--- config.mk ---
export PLATFORM = sky130hd
export DESIGN_NAME = ir_line_scan
export DESIGN_NICKNAME = d
export VERILOG_FILES = /design/src/rtl/ir_line_scan_pkg.sv /design/src/rtl/ir_line_scan_sync2.sv /design/src/rtl/ir_line_scan.sv
export SDC_FILE = /design/constraint.sdc
export NUM_CORES = 1
export LEC_CHECK = 0
export ABC_AREA = 1
export CAP_MARGIN = 20
export CORE_MARGIN = 10
export CORE_UTILIZATION = 55
export CTS_CLUSTER_SIZE = 24
export DETAILED_ROUTE_END_ITERATION = 10
export PLACE_DENSITY = 0.86
export REMOVE_ABC_BUFFERS = 1
export SLEW_MARGIN = 40
export SYNTH_ARGS = -nofsm -noshare
export SYNTH_HDL_FRONTEND = slang
export SYNTH_SLANG_ARGS = --single-unit
--- constraint.sdc ---
create_clock -name clk -period 1.9 [get_ports clk]
set_input_delay 0.57 -clock clk [delete_from_list [all_inputs] [get_ports clk]]
set_output_delay 0.57 -clock clk [all_outputs]
set_load 0.005 [all_outputs]
--- src/rtl/ir_line_scan_pkg.sv ---
`default_nettype none
// ============================================================================
// Module      : ir_pkg
// Description : Shared definitions for the IR line-scan block: channel count
//               and indices, scan FSM state encoding, clog2 helper.
// Revision    : 1.0 - initial release
// ============================================================================
package ir_pkg;

  // Five receiver channels, bit 4 is the leftmost sensor
  localparam int N_CH  = 5;
  localparam int CH_L  = 4;
  localparam int CH_LC = 3;
  localparam int CH_C  = 2;
  localparam int CH_RC = 1;
  localparam int CH_R  = 0;

  // Scan sequence: dark sample, lit sample, evaluate, idle gap until the period ends
  typedef enum logic [2:0] {
    IDLE = 3'd0,
    DARK = 3'd1,
    LIT  = 3'd2,
    EVAL = 3'd3,
    GAP  = 3'd4
  } ir_state_e;

  // Number of bits needed to represent values 0..value-1
  function automatic int clog2(input int value);
    int w;
    w = 0;
    while ((1 << w) < value) begin
      w = w + 1;
    end
    return w;
  endfunction

endpackage
`default_nettype wire

--- src/rtl/ir_line_scan_sync2.sv ---
`default_nettype none
// ============================================================================
// Module      : ir_sync2
// Description : Parameterised-width two-flop synchronizer with asynchronous
//               active-low reset. Output lags the input by two clocks.
// Revision    : 1.0 - initial release
// ============================================================================
module ir_sync2 #(
  parameter int WIDTH = 1
) (
  input  logic             clk,
  input  logic             rst_n,
  input  logic [WIDTH-1:0] d_i,
  output logic [WIDTH-1:0] q_o
);

  logic [WIDTH-1:0] meta_q;
  logic [WIDTH-1:0] sync_q;

  // Two back-to-back flops give a metastability settling window
  always_ff @(posedge clk or negedge rst_n) begin
    if (!rst_n) begin
      meta_q <= '0;
      sync_q <= '0;
    end else begin
      meta_q <= d_i;
      sync_q <= meta_q;
    end
  end

  assign q_o = sync_q;

endmodule
`default_nettype wire

--- src/rtl/ir_line_scan.sv ---
`default_nettype none
// ============================================================================
// Module      : ir_line_scan
// Description : Drives the IR emitter of a five-channel line sensor, samples
//               the receivers once dark and once lit each scan, and publishes
//               ambient-rejected line flags plus an ambient-fault vector.
//               Optional macro IR_DEBOUNCE_EN adds a per-channel debounce that
//               only flips a line flag after DEB_N consecutive differing scans.
// Revision    : 1.0 - initial release
// ============================================================================
module ir_line_scan
  import ir_pkg::*;
#(
  parameter int SETTLE_CYC = 2000,
  parameter int PERIOD_CYC = 10000
`ifdef IR_DEBOUNCE_EN
  ,
  parameter int DEB_N      = 3
`endif
) (
  input  logic            clk,
  input  logic            rst_n,
  input  logic            enable,
  input  logic [N_CH-1:0] rx_i,
  output logic            emit_en,
  output logic [N_CH-1:0] line_o,
  output logic [N_CH-1:0] ambient_o,
  output logic            scan_valid
);

  localparam int PW = clog2(PERIOD_CYC);

  // Phase counter values at which each phase ends
  localparam logic [PW-1:0] C_DARK_END = PW'(SETTLE_CYC - 1);
  localparam logic [PW-1:0] C_LIT_END  = PW'(2 * SETTLE_CYC - 1);
  localparam logic [PW-1:0] C_LAST     = PW'(PERIOD_CYC - 1);

  ir_state_e       state_q;
  logic [PW-1:0]   pcnt_q;
  logic            emit_en_q;
  logic [N_CH-1:0] dark_q;
  logic [N_CH-1:0] lit_q;
  logic [N_CH-1:0] line_q;
  logic [N_CH-1:0] ambient_q;
  logic            scan_valid_q;
  logic [N_CH-1:0] rx_sync;
  logic [N_CH-1:0] line_cand;

`ifdef IR_DEBOUNCE_EN
  localparam int DW = clog2(DEB_N + 1);
  localparam logic [DW-1:0] C_DEB_LAST = DW'(DEB_N - 1);

  logic [DW-1:0] deb_cnt_q [N_CH];
`endif

  // Receiver comparators are asynchronous to clk
  ir_sync2 #(
    .WIDTH (N_CH)
  ) u_sync (
    .clk   (clk),
    .rst_n (rst_n),
    .d_i   (rx_i),
    .q_o   (rx_sync)
  );

  // A channel sees the line when it receives only with the emitter lit
  assign line_cand = lit_q & ~dark_q;

  // Scan sequencer: phase counter, emitter drive, samples and published results
  always_ff @(posedge clk or negedge rst_n) begin
    if (!rst_n) begin
      state_q      <= IDLE;
      pcnt_q       <= '0;
      emit_en_q    <= 1'b0;
      dark_q       <= '0;
      lit_q        <= '0;
      line_q       <= '0;
      ambient_q    <= '0;
      scan_valid_q <= 1'b0;
`ifdef IR_DEBOUNCE_EN
      for (int i = 0; i < N_CH; i++) begin
        deb_cnt_q[i] <= '0;
      end
`endif
    end else if (!enable && (state_q != EVAL)) begin
      // Abort: discard partial samples, keep the published flags
      state_q      <= IDLE;
      pcnt_q       <= '0;
      emit_en_q    <= 1'b0;
      dark_q       <= '0;
      lit_q        <= '0;
      scan_valid_q <= 1'b0;
    end else begin
      scan_valid_q <= 1'b0;
      case (state_q)
        IDLE: begin
          // enable is high here, so a fresh scan starts
          pcnt_q    <= '0;
          emit_en_q <= 1'b0;
          state_q   <= DARK;
        end
        DARK: begin
          pcnt_q <= pcnt_q + PW'(1);
          if (pcnt_q == C_DARK_END) begin
            dark_q    <= rx_sync;
            emit_en_q <= 1'b1;
            state_q   <= LIT;
          end
        end
        LIT: begin
          pcnt_q <= pcnt_q + PW'(1);
          if (pcnt_q == C_LIT_END) begin
            lit_q     <= rx_sync;
            emit_en_q <= 1'b0;
            state_q   <= EVAL;
          end
        end
        EVAL: begin
          // Evaluation always completes, even if enable dropped this cycle
          ambient_q    <= dark_q;
          scan_valid_q <= 1'b1;
          emit_en_q    <= 1'b0;
`ifdef IR_DEBOUNCE_EN
          for (int i = 0; i < N_CH; i++) begin
            if (line_cand[i] != line_q[i]) begin
              if (deb_cnt_q[i] == C_DEB_LAST) begin
                line_q[i]    <= line_cand[i];
                deb_cnt_q[i] <= '0;
              end else begin
                deb_cnt_q[i] <= deb_cnt_q[i] + DW'(1);
              end
            end else begin
              deb_cnt_q[i] <= '0;
            end
          end
`else
          line_q <= line_cand;
`endif
          if (enable) begin
            pcnt_q  <= pcnt_q + PW'(1);
            state_q <= GAP;
          end else begin
            pcnt_q  <= '0;
            state_q <= IDLE;
          end
        end
        GAP: begin
          if (pcnt_q == C_LAST) begin
            pcnt_q  <= '0;
            state_q <= DARK;
          end else begin
            pcnt_q <= pcnt_q + PW'(1);
          end
        end
        default: begin
          pcnt_q    <= '0;
          emit_en_q <= 1'b0;
          state_q   <= IDLE;
        end
      endcase
    end
  end

  assign emit_en    = emit_en_q;
  assign line_o     = line_q;
  assign ambient_o  = ambient_q;
  assign scan_valid = scan_valid_q;

endmodule
`default_nettype wire

==> results of run 1 <==
==> state kept, by name, summed over array words and instances (netlist names), 3 cells and up <==
signal         cells
line_o             5
state_q            3
u_sync.q_o         5
ambient_o          5
u_sync.meta_q      5
lit_q              5
dark_q             5
pcnt_q            14
==> synthesized netlist by cell type <==
master,number,area [um^2]
xor2_1,11,96.3
nor2_4,1,11.3
o21ai_0,6,30.0
a22o_1,5,43.8
nand3_2,5,50.1
inv_2,4,15.0
nor3_1,3,15.0
nor2_2,4,25.0
nand2_2,3,18.8
nor2_1,49,184
ha_1,1,12.5
o211ai_1,1,7.51
inv_1,32,120
a21oi_2,1,8.76
nand2_1,46,173
buf_2,1,5.00
buf_6,1,11.3
nor3_2,1,10.0
dfrtp_1,49,1230
nand3_1,14,70.1
o21ai_2,1,8.76
nand4_1,4,25.0
==> metal layers <==
metal | global-route usage | vias to the layer above | routed length [um]
li1 | - | 801 | -
met1 | 0.159 | 739 | 1740
met2 | 0.212 | 23 | 1870
met3 | 0.0431 | 5 | 198
met4 | 0.0401 | 0 | 37
met5 | 0 | - | 0
==> per-stage QoR <==
| stage | cells | total power [mW] | setup slack (ps) | util | area, um^2 |
|---|---|---|---|---|---|
| global route | 318 | 2.74 | 79.8 | 0.677 | 2540 |
| floorplan | 241 | 1.58 | 535 | - | 2150 |
| global placement | 310 | 1.82 | 103 | 0.647 | 2420 |
| finish | 318 | 2.57 | 152 | 0.677 | 2540 |
| detailed placement | 310 | 1.86 | 43.7 | 0.647 | 2420 |
| CTS | 318 | 2.61 | 127 | 0.677 | 2540 |
==> final cells by class <==
cell class	count	area [um^2]
fill	318	1210
timing repair buffer	21	213
inverter	36	135
multi-input combinational	156	790
clock inverter	3	43.8
clock buffer	5	68.8
tap	48	60.1
sequential	49	1230
==> power by group through the flow <==
stage                     clock (mW)  sequential (mW)  combinational [mW]
after floorplan                    0             1.25               0.326
after CTS                      0.762             1.24               0.606
after global placement             0             1.25               0.575
after detailed placement           0             1.26               0.598
final                          0.743             1.24               0.591
after global routing           0.819             1.25               0.665
==> kinds of logic after synthesis <==
logic type | count (synthesis) | synth area share
xor+xnor | 11 | 0.0445
fa+ha+maj | 1 | 0.00577
flops | 49 | 0.566
simple gates | 130 | 0.268
compound gates | 14 | 0.0456
buf+inv | 38 | 0.0699
==> final timing paths <==
path,slack [ps],depth (start not counted),end,startpoint
worst max-delay path,150,1,emit_en,emit_en$_DFFE_PN0P_
worst min-delay path,220,2,state_q[0]$_DFFE_PN0P_,rst_n
worst max register to register,300,8,pcnt_q[9]$_DFF_PN0_,pcnt_q[0]$_DFF_PN0_
worst min register to register,360,0,u_sync.q_o[2]$_DFF_PN0_,u_sync.meta_q[2]$_DFF_PN0_
max in group asynchronous,1440,2,u_sync.q_o[3]$_DFF_PN0_,rst_n
min in group clk,360,0,u_sync.q_o[2]$_DFF_PN0_,u_sync.meta_q[2]$_DFF_PN0_
==> flow_metrics.tcl, run 1 <==
set metrics [dict create \
    dieHeight_um 82.8 \
    wl_per_cell_um 12.1 \
    pin_count 20 \
    cts_tree "yes" \
    drtIter0Drc 71 \
    die_w_um 82.8 \
    crit_type "reg -> out" \
    post_cts_buffers 0 \
    grt_pass1_wl_um 6930 \
    grt_max_degree 50 \
    drv_slew 0 \
    root_buffer "clkbuf_8" \
    clk_pin_slew_ps 90 \
    hold_ws_ps 223 \
    p_switching_uw 765 \
    core_area_um2 3740 \
    drc 0 \
    viasPerCell 4.93 \
    power_density_nw_per_um2 1010 \
    row_count 22 \
    drive_gt1_frac 0.115 \
    syn_area_um2 2170 \
    skew_ps 12.1 \
    worstPathArrival_ps 1180 \
    p_sw_frac 0.298 \
    layout.nets 278 \
    rsz0062_at_grt "false" \
    layout_common_cells "nor2_1, dfrtp_1, nand2_1" \
    area_growth_pct 17.0 \
    ctsLongestPathBuffers 2 \
    wl_um 3840 \
    synth-seq-cells 49 \
    syn_inst 243 \
    ys_warn_count 0 \
    p_seq_frac 0.481 \
    io_buffers 19 \
    startpoint_type "flip-flop" \
    insertion_delay_ps 310 \
    max-cap-violations 0 \
    worstMarginPinSlew_ps 337 \
    antennaDiodeCount 0 \
    internal_power_mw 1.80 \
    power_frac_clock 0.289 \
    worst_setup_path_end_kind "output pin" \
    dp_hpwl_um 2810 \
    finalSetupViolCount 0 \
    crit_buf_inv 1 \
    cts_hold_buf 0 \
    routabilityCongestion 0.860 \
    min_period_over_period 0.920 \
    cp_slowest_stage_delay_ps 510 \
    cp_cell_sequence "clkdlybuf4s50_1" \
    hold_class "in -> async" \
    dr_total_vias 1568 \
    overflow 0 \
    ys_seq_area_frac 0.566 \
    outcome "finished, final reports clean" \
    grt_antenna_before_repair 0 \
    tns_ps 0 \
    ctsResizeCount 0 \
    max_freq_ghz 0.572 \
    slowest_stage "clkdlybuf4s50_1" \
    dieArea_um2 6850 \
    grt_pass1_vias 1582 \
    min_period_ps 1750 \
    cp_max_fo 2 \
    peakVddDrop_mv 0.514 \
    final_hold_viol_count 0 \
    synthDistinctLibCells 22 \
    max_slew_margin 0.773 \
    clock_sinks 49 \
    h-tree-depth 2 \
    cpLargestDelayFamily "buffers and inverters" \
    detail-route-antenna-nets 0 \
    grtUsageTotal 0.130 \
    synth.avg_cell_area_um2 8.92 \
    share_comb_of_total_power 0.230 \
    drt-pass1-iter-count 4 \
    start_util 0.579 \
    p_leak_nw 1.24 \
    cp_data_required_time_ps 1330 \
    cts_buffers 5 \
]
No activity file was read; power rests on OpenSTA's default activity.
==> run 2, diff against run 1 <==
--- a/config.mk
+++ b/config.mk
@@ -8,10 +8,10 @@
 export ABC_AREA = 1
 export CAP_MARGIN = 20
 export CORE_MARGIN = 10
-export CORE_UTILIZATION = 55
+export CORE_UTILIZATION = 51
 export CTS_CLUSTER_SIZE = 24
 export DETAILED_ROUTE_END_ITERATION = 10
-export PLACE_DENSITY = 0.86
+export PLACE_DENSITY = 0.84
 export REMOVE_ABC_BUFFERS = 1
 export SLEW_MARGIN = 40
 export SYNTH_ARGS = -nofsm -noshare
==> constraint.sdc (replaced) <==
create_clock -name clk -period 1.45 [get_ports clk]
set_input_delay 0.435 -clock clk [delete_from_list [all_inputs] [get_ports clk]]
set_output_delay 0.435 -clock clk [all_outputs]
set_load 0.005 [all_outputs]
==> run 2 against run 1 <==
Worst setup slack got worse by 110 ps. Clock power rose by 8.3%. Combinational power rose by 52%. Design area rose by 6.6%.
==> flow_metrics.tcl, run 2 (synthesis gave the netlist of run 1 again) <==
set metrics [dict create \
    fillers 311 \
    cp_max_fo 2 \
    insertion_delay_ps 310 \
    hold_class "in -> async" \
    drt-pass1-iter-count 4 \
    p_seq_frac 0.486 \
    dp_hpwl_um 2800 \
    startpoint_type "flip-flop" \
    crit_type "reg -> out" \
    ctsLongestPathBuffers 2 \
    internal_power_mw 2.24 \
    h-tree-depth 2 \
    worstMarginPinSlew_ps 330 \
    area_growth_pct 24.8 \
    routabilityCongestion 0.871 \
    power_frac_clock 0.242 \
    cp_slowest_stage_delay_ps 390 \
    grtUsageTotal 0.119 \
    io_buffers 19 \
    register_area_um2 1230 \
    max_freq_ghz 0.712 \
    pin_count 20 \
    max-cap-violations 0 \
    p_switching_mw 1.09 \
    min_period_ps 1400 \
    root_buffer "clkbuf_8" \
    wl_um 4150 \
    grt_pass1_vias 1723 \
    drive_gt1_frac 0.193 \
    drc 0 \
    layout_common_cells "dfrtp_1, nor2_1, nand2_1" \
    design_area_um2 2700 \
    grt_pass1_wl_um 7290 \
    worst_setup_path_end_kind "output pin" \
    share_comb_of_total_power 0.271 \
    dieArea_um2 7260 \
    p_leak_nw 1.38 \
    peakVddDrop_mv 0.462 \
    cts_hold_buf 0 \
    dieHeight_um 85.2 \
    drtIter0Drc 83 \
    start_util 0.534 \
    skew_ps 8.91 \
    power_density_nw_per_um2 1230 \
    clk_pin_slew_ps 90 \
    crit_buf_inv 1 \
    outcome "finished, final reports clean" \
    final_hold_viol_count 0 \
    largest_reg_flops 14 \
    grt_antenna_before_repair 0 \
    slowest_stage "dfrtp_1" \
    max_slew_margin 0.778 \
    dr_total_vias 1664 \
    cp_data_required_time_ps 1020 \
    wl_per_cell_um 12.4 \
    cts_tree "yes" \
    clock_sinks 49 \
    p_sw_frac 0.327 \
    layout.nets 293 \
    multi_input_area_um2 885 \
    row_count 23 \
    cts_buffers 5 \
    core_area_um2 4060 \
    viasPerCell 4.97 \
    min_period_over_period 0.969 \
    dpl_cell_area_um2 2480 \
    regMostFlops "pcnt_q" \
    antennaDiodeCount 0 \
    worstPathArrival_ps 970 \
    cp_cell_sequence "dlygate4sd2_1" \
    rsz0062_at_grt "true" \
    detail-route-antenna-nets 0 \
    tns_ps 0 \
    layout_commonest_cell "dfrtp_1" \
    overflow 0 \
    die_w_um 85.2 \
    finalSetupViolCount 0 \
    grt_max_degree 50 \
    drv_slew 0 \
    cpLargestDelayFamily "flip-flops" \
]
## run 2: changes by cell type in the layout (fill, tap and decap cells not counted), sizes merged
cell	before	now
nand2	49	50
bufinv	1	0
inv	37	36
buf	3	17
dlygate4sd2	0	12
clkinv	1	3
clkdlybuf4s50	18	6
## run 2: path summary, 6_finish.rpt
check / startpoint / slack (ps) / endpoint / cells after the start
max: line_o[4]$_DFFE_PN0P_ / 50 / line_o[4] / 1
min: rst_n / 90 / pcnt_q[13]$_DFF_PN0_ / 2
max reg2reg: pcnt_q[4]$_DFF_PN0_ / 70 / dark_q[3]$_DFFE_PN0P_ / 6
min reg2reg: u_sync.meta_q[0]$_DFF_PN0_ / 350 / u_sync.q_o[0]$_DFF_PN0_ / 0
max in group asynchronous: rst_n / 1140 / u_sync.q_o[1]$_DFF_PN0_ / 2
min in group clk: u_sync.meta_q[0]$_DFF_PN0_ / 350 / u_sync.q_o[0]$_DFF_PN0_ / 0
## run 2: stage by stage
stage          hold slack, ps  setup slack (ps)   util  power (mW)  std cells
2_1_floorplan             139              85.0      -        2.07        241
3_3_place_gp              333              -207  0.611        2.45        319
3_5_place_dp              335              -275  0.611        2.49        319
4_1_cts                  91.9              2.93  0.640        3.28        332
5_1_grt                   108             -55.2  0.666        3.55        335
6_report                 86.6              45.5  0.666        3.32        335
## run 2: cell type report
| class | instances | area share |
|---|---|---|
| inverter | 36 | 0.0500 |
| sequential | 49 | 0.454 |
| clock inverter | 3 | 0.00833 |
| clock buffer | 5 | 0.0255 |
| multi-input combinational | 157 | 0.327 |
| timing repair buffer | 35 | 0.112 |
| tap | 50 | 0.0231 |
## run 2: power groups by stage
stage | clock, mW | combinational, mW | sequential [mW]
after floorplan | 0 | 0.428 | 1.64
after global placement | 0 | 0.825 | 1.63
after detailed placement | 0 | 0.848 | 1.64
after CTS | 0.839 | 0.827 | 1.61
after global routing | 0.883 | 1.02 | 1.64
final | 0.805 | 0.901 | 1.62
## run 2: layer usage
layer  routed length, um  share of wire  up-vias  track usage
li1                    -              -      834            -
met1                1790           0.43      778        0.131
met2                2020           0.49       42        0.205
met3                 237          0.057       10       0.0315
met4                 111          0.027        0       0.0659
met5                   0              0        -            0
## run 2: timing repair
action | CTS | global route
endpoints found under the hold margin | 0 | 0
setup endpoints to repair | 29 | 27
buffers inserted | 5 | 2
gates cloned | 0 | 1
pin swaps | 1 | 5
gates resized for setup | 13 | 19
